[src/rtl/ifetch_decode_if.sv]
// Fetch/decode bus bundle: instruction-memory port, PC redirect, decoded output stream.
// The master side is the fetch/decode block; the slave side is memory plus consumer.
interface ifetch_decode_if;
  logic [7:0] imem_addr;
  logic [7:0] imem_instr;
  logic       redirect_valid;
  logic [7:0] redirect_pc;
  logic       out_valid;
  logic       out_ready;
  logic [1:0] out_op;
  logic [1:0] out_rs;
  logic [1:0] out_rt;
  logic [1:0] out_rd;
  logic [7:0] out_imm;
  logic [7:0] out_pc;
  logic       halted;

  modport master (
    output imem_addr,
    input  imem_instr,
    input  redirect_valid,
    input  redirect_pc,
    output out_valid,
    input  out_ready,
    output out_op,
    output out_rs,
    output out_rt,
    output out_rd,
    output out_imm,
    output out_pc,
    output halted
  );

  modport slave (
    input  imem_addr,
    output imem_instr,
    output redirect_valid,
    output redirect_pc,
    input  out_valid,
    output out_ready,
    input  out_op,
    input  out_rs,
    input  out_rt,
    input  out_rd,
    input  out_imm,
    input  out_pc,
    input  halted
  );
endinterface

[src/rtl/ifetch_decode.sv]
// Instruction fetch + decode into a 2-entry buffer with RUN/HALT fetch FSM.
// Define IFETCH_JUMP_EN to make op 2'b11 a PC-relative jump; otherwise fetch is purely sequential.
module ifetch_decode #(
  parameter int PROG_LEN   = 12,
  parameter int FIFO_DEPTH = 2
) (
  input  logic            clk,
  input  logic            rst_n,
  ifetch_decode_if.master bus
);

  localparam logic [8:0] PROG_LEN_W = 9'(PROG_LEN);
  localparam logic [1:0] DEPTH_W    = 2'(FIFO_DEPTH);

  typedef enum logic {ST_RUN, ST_HALT} state_t;

  typedef struct packed {
    logic [1:0] op;
    logic [1:0] rs;
    logic [1:0] rt;
    logic [1:0] rd;
    logic [7:0] imm;
    logic [7:0] pc;
  } entry_t;

  state_t     r_state;
  state_t     w_state_next;
  logic [7:0] r_pc;
  logic [1:0] r_count;
  logic       r_wr_ptr;
  logic       r_rd_ptr;
  entry_t     r_fifo [FIFO_DEPTH];

  entry_t     w_entry;
  entry_t     w_head;
  logic [7:0] w_pc_seq;
  logic [7:0] w_next_pc;
  logic       w_push;
  logic       w_pop;

  // NOTE: every always_comb output gets a default first so no path can leave it unassigned and infer a latch.
  always_comb begin
    w_entry    = '0;
    w_entry.op = bus.imem_instr[7:6];
    w_entry.rs = bus.imem_instr[5:4];
    w_entry.rt = bus.imem_instr[3:2];
    w_entry.rd = bus.imem_instr[1:0];
    w_entry.pc = r_pc;
    if (bus.imem_instr[7:6] == 2'b11)
      w_entry.imm = {{2{bus.imem_instr[5]}}, bus.imem_instr[5:0]};
    else
      w_entry.imm = {{6{bus.imem_instr[1]}}, bus.imem_instr[1:0]};
  end

  assign w_pc_seq = r_pc + 8'd1;

`ifdef IFETCH_JUMP_EN
  assign w_next_pc = (bus.imem_instr[7:6] == 2'b11) ? (w_pc_seq + w_entry.imm) : w_pc_seq;
`else
  assign w_next_pc = w_pc_seq;
`endif

  // Redirect outranks both push and pop: the buffer is flushed regardless of the handshake.
  assign w_pop  = (r_count != 2'd0) && bus.out_ready && !bus.redirect_valid;
  assign w_push = (r_state == ST_RUN) && !bus.redirect_valid && ((r_count < DEPTH_W) || w_pop);

  always_comb begin
    w_state_next = r_state;
    if (bus.redirect_valid)
      w_state_next = ({1'b0, bus.redirect_pc} < PROG_LEN_W) ? ST_RUN : ST_HALT;
    else if (w_push && ({1'b0, w_next_pc} >= PROG_LEN_W))
      w_state_next = ST_HALT;
  end

  // NOTE: sequential state uses non-blocking assignments so every register samples pre-edge values.
  always_ff @(posedge clk) begin
    if (!rst_n) r_state <= (PROG_LEN == 0) ? ST_HALT : ST_RUN;
    else        r_state <= w_state_next;
  end

  // NOTE: the buffer entries are reset too, because the head fields are visible outputs with defined reset values.
  always_ff @(posedge clk) begin
    if (!rst_n) begin
      r_pc     <= 8'd0;
      r_count  <= 2'd0;
      r_wr_ptr <= 1'b0;
      r_rd_ptr <= 1'b0;
      for (int i = 0; i < FIFO_DEPTH; i++) r_fifo[i] <= '0;
    end else if (bus.redirect_valid) begin
      r_pc     <= bus.redirect_pc;
      r_count  <= 2'd0;
      r_wr_ptr <= 1'b0;
      r_rd_ptr <= 1'b0;
    end else begin
      if (w_push) begin
        r_fifo[r_wr_ptr] <= w_entry;
        r_wr_ptr         <= r_wr_ptr + 1'b1;
        r_pc             <= w_next_pc;
      end
      if (w_pop) r_rd_ptr <= r_rd_ptr + 1'b1;
      case ({w_push, w_pop})
        2'b10:   r_count <= r_count + 2'd1;
        2'b01:   r_count <= r_count - 2'd1;
        default: r_count <= r_count;
      endcase
    end
  end

  assign w_head = r_fifo[r_rd_ptr];

  assign bus.imem_addr = r_pc;
  assign bus.out_valid = (r_count != 2'd0);
  assign bus.out_op    = w_head.op;
  assign bus.out_rs    = w_head.rs;
  assign bus.out_rt    = w_head.rt;
  assign bus.out_rd    = w_head.rd;
  assign bus.out_imm   = w_head.imm;
  assign bus.out_pc    = w_head.pc;
  assign bus.halted    = (r_state == ST_HALT);

endmodule
[src/flat_wrapper.sv]
// flat-port wrapper written by rule: the top's interface ports become plain ports
module ifetch_decode_flat 
#(
  parameter int PROG_LEN   = 12,
  parameter int FIFO_DEPTH = 2
)
  (clk, rst_n, bus_imem_addr, bus_imem_instr, bus_redirect_valid, bus_redirect_pc, bus_out_valid, bus_out_ready, bus_out_op, bus_out_rs, bus_out_rt, bus_out_rd, bus_out_imm, bus_out_pc, bus_halted);
  ifetch_decode_if bus_i ();
  input  logic clk;
  input  logic rst_n;
  output wire logic [$bits(bus_i.imem_addr)-1:0] bus_imem_addr;
  input wire logic [$bits(bus_i.imem_instr)-1:0] bus_imem_instr;
  input wire logic [$bits(bus_i.redirect_valid)-1:0] bus_redirect_valid;
  input wire logic [$bits(bus_i.redirect_pc)-1:0] bus_redirect_pc;
  output wire logic [$bits(bus_i.out_valid)-1:0] bus_out_valid;
  input wire logic [$bits(bus_i.out_ready)-1:0] bus_out_ready;
  output wire logic [$bits(bus_i.out_op)-1:0] bus_out_op;
  output wire logic [$bits(bus_i.out_rs)-1:0] bus_out_rs;
  output wire logic [$bits(bus_i.out_rt)-1:0] bus_out_rt;
  output wire logic [$bits(bus_i.out_rd)-1:0] bus_out_rd;
  output wire logic [$bits(bus_i.out_imm)-1:0] bus_out_imm;
  output wire logic [$bits(bus_i.out_pc)-1:0] bus_out_pc;
  output wire logic [$bits(bus_i.halted)-1:0] bus_halted;
  assign bus_imem_addr = bus_i.imem_addr;
  assign bus_i.imem_instr = bus_imem_instr;
  assign bus_i.redirect_valid = bus_redirect_valid;
  assign bus_i.redirect_pc = bus_redirect_pc;
  assign bus_out_valid = bus_i.out_valid;
  assign bus_i.out_ready = bus_out_ready;
  assign bus_out_op = bus_i.out_op;
  assign bus_out_rs = bus_i.out_rs;
  assign bus_out_rt = bus_i.out_rt;
  assign bus_out_rd = bus_i.out_rd;
  assign bus_out_imm = bus_i.out_imm;
  assign bus_out_pc = bus_i.out_pc;
  assign bus_halted = bus_i.halted;
  ifetch_decode #(.PROG_LEN(PROG_LEN), .FIFO_DEPTH(FIFO_DEPTH)) u_core (.clk(clk), .rst_n(rst_n), .bus(bus_i));
endmodule
[config.mk]
export PLATFORM = sky130hd
export DESIGN_NAME = ifetch_decode_flat
export DESIGN_NICKNAME = d
export VERILOG_FILES = /design/src/rtl/ifetch_decode_if.sv /design/src/rtl/ifetch_decode.sv /design/src/flat_wrapper.sv
export SDC_FILE = /design/constraint.sdc
export NUM_CORES = 1
export LEC_CHECK = 0
export ABC_CLOCK_PERIOD_IN_PS = 3500
export BUFFER_PORTS_ARGS = -buffer_cell sky130_fd_sc_hd__buf_2
export CAP_MARGIN = 10
export CORE_MARGIN = 1.5
export CORE_UTILIZATION = 57
export CTS_BUF_LIST = sky130_fd_sc_hd__clkbuf_8
export DETAILED_ROUTE_END_ITERATION = 10
export GPL_TIMING_DRIVEN = 0
export HOLD_SLACK_MARGIN = 0.03
export PLACE_DENSITY = 0.84
export RECOVER_POWER = 50
export SYNTH_ARGS = -nofsm -noshare
export SYNTH_HDL_FRONTEND = slang
export SYNTH_SLANG_ARGS = --single-unit
[constraint.sdc]
create_clock -name clk -period 3.5 [get_ports clk]
set_input_delay 0.875 -clock clk [delete_from_list [all_inputs] [get_ports clk]]
set_output_delay 0.875 -clock clk [all_outputs]
set_load 0.02 [all_outputs]
==> results_dict.tcl <==
set metrics [dict create \
    clkSlewWorstSetupHoldPaths_ps 90 \
    postCtsSetupRepairBufs 0 \
    r2r-end "u_core.r_fifo[0][23]" \
    rsz0062_at_grt "false" \
    finalClockSkew_ps 6.30 \
    synth_cell_type_count 45 \
    die_h_um 71.4 \
    rows 24 \
    hold_depth 2 \
    reg2reg_from "u_core.r_count[1]" \
    dp_hpwl_um 3590 \
    r2r_cells 6 \
    start_util_pct 60.1 \
    track_usage_pct 21.1 \
    io_buffers 52 \
    status "finished, violations left" \
    die_w_um 71.4 \
    cellLeakagePower_uw 0.00127 \
    root_buffer "clkbuf_8" \
    io_pins 54 \
    hold_class "reg -> reg" \
    crit_path_end_kind "flip-flop" \
    routed_wl_um 5180 \
    synthCells 226 \
    fin_cells 339 \
    cp.required_ps 3670 \
    drive_gt1_share_pct 32.1 \
    reg2reg_slack_ps 890 \
    yosys.area.top_type "edfxtp_1" \
    num_antenna_cells 0 \
    power_uw 1340 \
    final_nets 309 \
    synthToLayoutAreaGrowth_pct 15.0 \
    tritoncts "done" \
    max-clock-path-buffers 2 \
    yosys_warnings 0 \
    startpoint_type "input port" \
    grt_pass1_vias 1703 \
    insertion_delay_ps 300 \
    gp_congestion 0.808 \
    crit_fanout 10 \
    drtPass1Iterations 8 \
    min_to "u_core.r_rd_ptr" \
    violations "DRC" \
    htree_num_levels 2 \
    grt_antenna_before_repair 0 \
    grt_start_max_net_pins 21 \
    grt_pass1_wl_um 8230 \
    die_area_um2 5100 \
    synth-seq-cells 54 \
    report.final.slew_viol_count 0 \
    place_ws_ps 969 \
    ant_nets 0 \
    worst_pin_slew_ps 972 \
    power_density_nw_per_um2 437 \
    cts-resized-gates 0 \
    postCtsHoldBufs 0 \
    post-place-cells 331 \
    crit_type "in -> reg" \
    clock_sinks 54 \
    worst_slack_ps 637 \
    via_per_inst 5.63 \
    crit_arrival_ps 3030 \
    grt-ovfl-total 0 \
    async_flop_share_pct 0 \
    period_share_pct 81.8 \
    synthTopCellsByArea "edfxtp_1 45%, dfxtp_1 10%, mux2_2 8.4%" \
    hold-worst-slack_ps 513 \
    min_period_ps 2860 \
    syn_area_per_cell_um2 11.8 \
    tns_ps 0 \
    fillers 341 \
    cap_violations 0 \
    peakVddDrop_mv 0.296 \
    num_vias 1909 \
    synth_edf_count 40 \
    fmax_mhz 349 \
    startpoint "bus_out_ready" \
    synth_flop_cell "edfxtp_1" \
    min_from "u_core.r_rd_ptr" \
    post_drt_wl_per_cell_um 15.3 \
    synth.top_cell.area_share_pct 45.0 \
    setup_viol 0 \
    design.core.area_um2 4440 \
    yosys-top-cells-count "40 x edfxtp_1, 31 x and2_1, 20 x mux2_2" \
    seq_area_frac_synth_pct 55.5 \
    syn_area_um2 2670 \
    drtIter0Drc 129 \
    hold_viol_final 0 \
    syn_nets 249 \
    detail_route.drc_violations 3 \
    synth_most_common_cell "edfxtp_1" \
    max_slew_margin_pct 34.7 \
    cts-buffers-inserted 5 \
]
[area by class of cell]
type | instances | area [um2] | share of cell area (%)
Buffer | 20 | 131 | 4.28
Sequential cell | 54 | 1480 | 48.2
Inverter | 5 | 21.3 | 0.692
Clock inverter | 3 | 37.5 | 1.22
Multi-Input combinational cell | 147 | 998 | 32.5
Clock buffer | 5 | 68.8 | 2.24
Tap cell | 52 | 65.1 | 2.12
Timing Repair Buffer | 53 | 268 | 8.72
[power by group]
part	internal (uW)	switching [uW]
Combinational	80.7	119
Clock	208	189
Sequential	724	22.1
Total	1010	330
[layout by cell type, fill, tap and decap left out, drive strengths merged]
| cell type | count |
|---|---|
| mux2 | 20 |
| xnor2 | 3 |
| o311ai | 4 |
| o221ai | 1 |
| and2 | 31 |
| or3 | 6 |
| nor4b | 1 |
| a311oi | 1 |
| bufinv | 1 |
| ha | 3 |
| nor3 | 3 |
| a31oi | 10 |
| o21a | 1 |
| and4 | 1 |
| a211oi | 1 |
| nand4 | 1 |
| a41oi | 1 |
| nand2b | 1 |
| or2 | 1 |
| and3 | 3 |
| o41ai | 1 |
| nand3b | 1 |
| inv | 7 |
| o21ai | 5 |
| xor2 | 3 |
| a222oi | 2 |
| edfxtp | 40 |
| a21boi | 1 |
| dfxtp | 14 |
| nor2b | 3 |
| nor4 | 1 |
| clkbuf | 19 |
| nand2 | 12 |
| a21oi | 3 |
| nand3 | 4 |
| buf | 59 |
| nor2 | 18 |
[registers in the layout (all words and copies together), names as in the netlist, named ones only]
name	count
u_core.r_fifo	40
u_core.r_wr_ptr	1
u_core.r_rd_ptr	1
u_core.bus.halted	1
u_core.r_count	2
u_core.bus.imem_addr	8
[how the worst max path moves through the flow]
stage                     depth (start not counted)              endpoint
after floorplan                                   3   u_core.r_fifo[0][0]
after global placement                            4   u_core.r_fifo[0][4]
after detailed placement                          4   u_core.r_fifo[1][4]
after CTS                                         4        bus_out_imm[6]
after global routing                              7  u_core.r_fifo[0][23]
final                                             7  u_core.r_fifo[0][23]
[routing by layer]
metal / vias up / GRT usage (%) / share of wire [%]
li1: 934 / - / -
met1: 891 / 28.0 / 43
met2: 78 / 35.1 / 50
met3: 6 / 4.64 / 6.3
met4: 0 / 6.20 / 0.98
met5: - / 0 / 0
[through the flow]
stage | instance area, um2 | utilization, %
after CTS | 3120 | 70.2
final | 3070 | 69.1
after detailed placement | 3010 | 67.8
after global placement | 3000 | 67.4
after floorplan | 2670 | -
after global routing | 3070 | 69.1
[logic make-up after synthesis]
logic type | share of synthesized area (%)
compound gates | 8.06
flops | 55.5
mux | 8.44
simple gates | 18.9
buf+inv | 5.76
fa+ha+maj | 1.41
xor+xnor | 1.97
[worst max-delay path, stage by stage]
cell and delay [ps]:
clkbuf_1 100, nor2b_1 120, nor3_1 760, inv_4 130
nor3_1 560, clkbuf_2 320, and2_1 160
(Power assumes the default switching activity.)
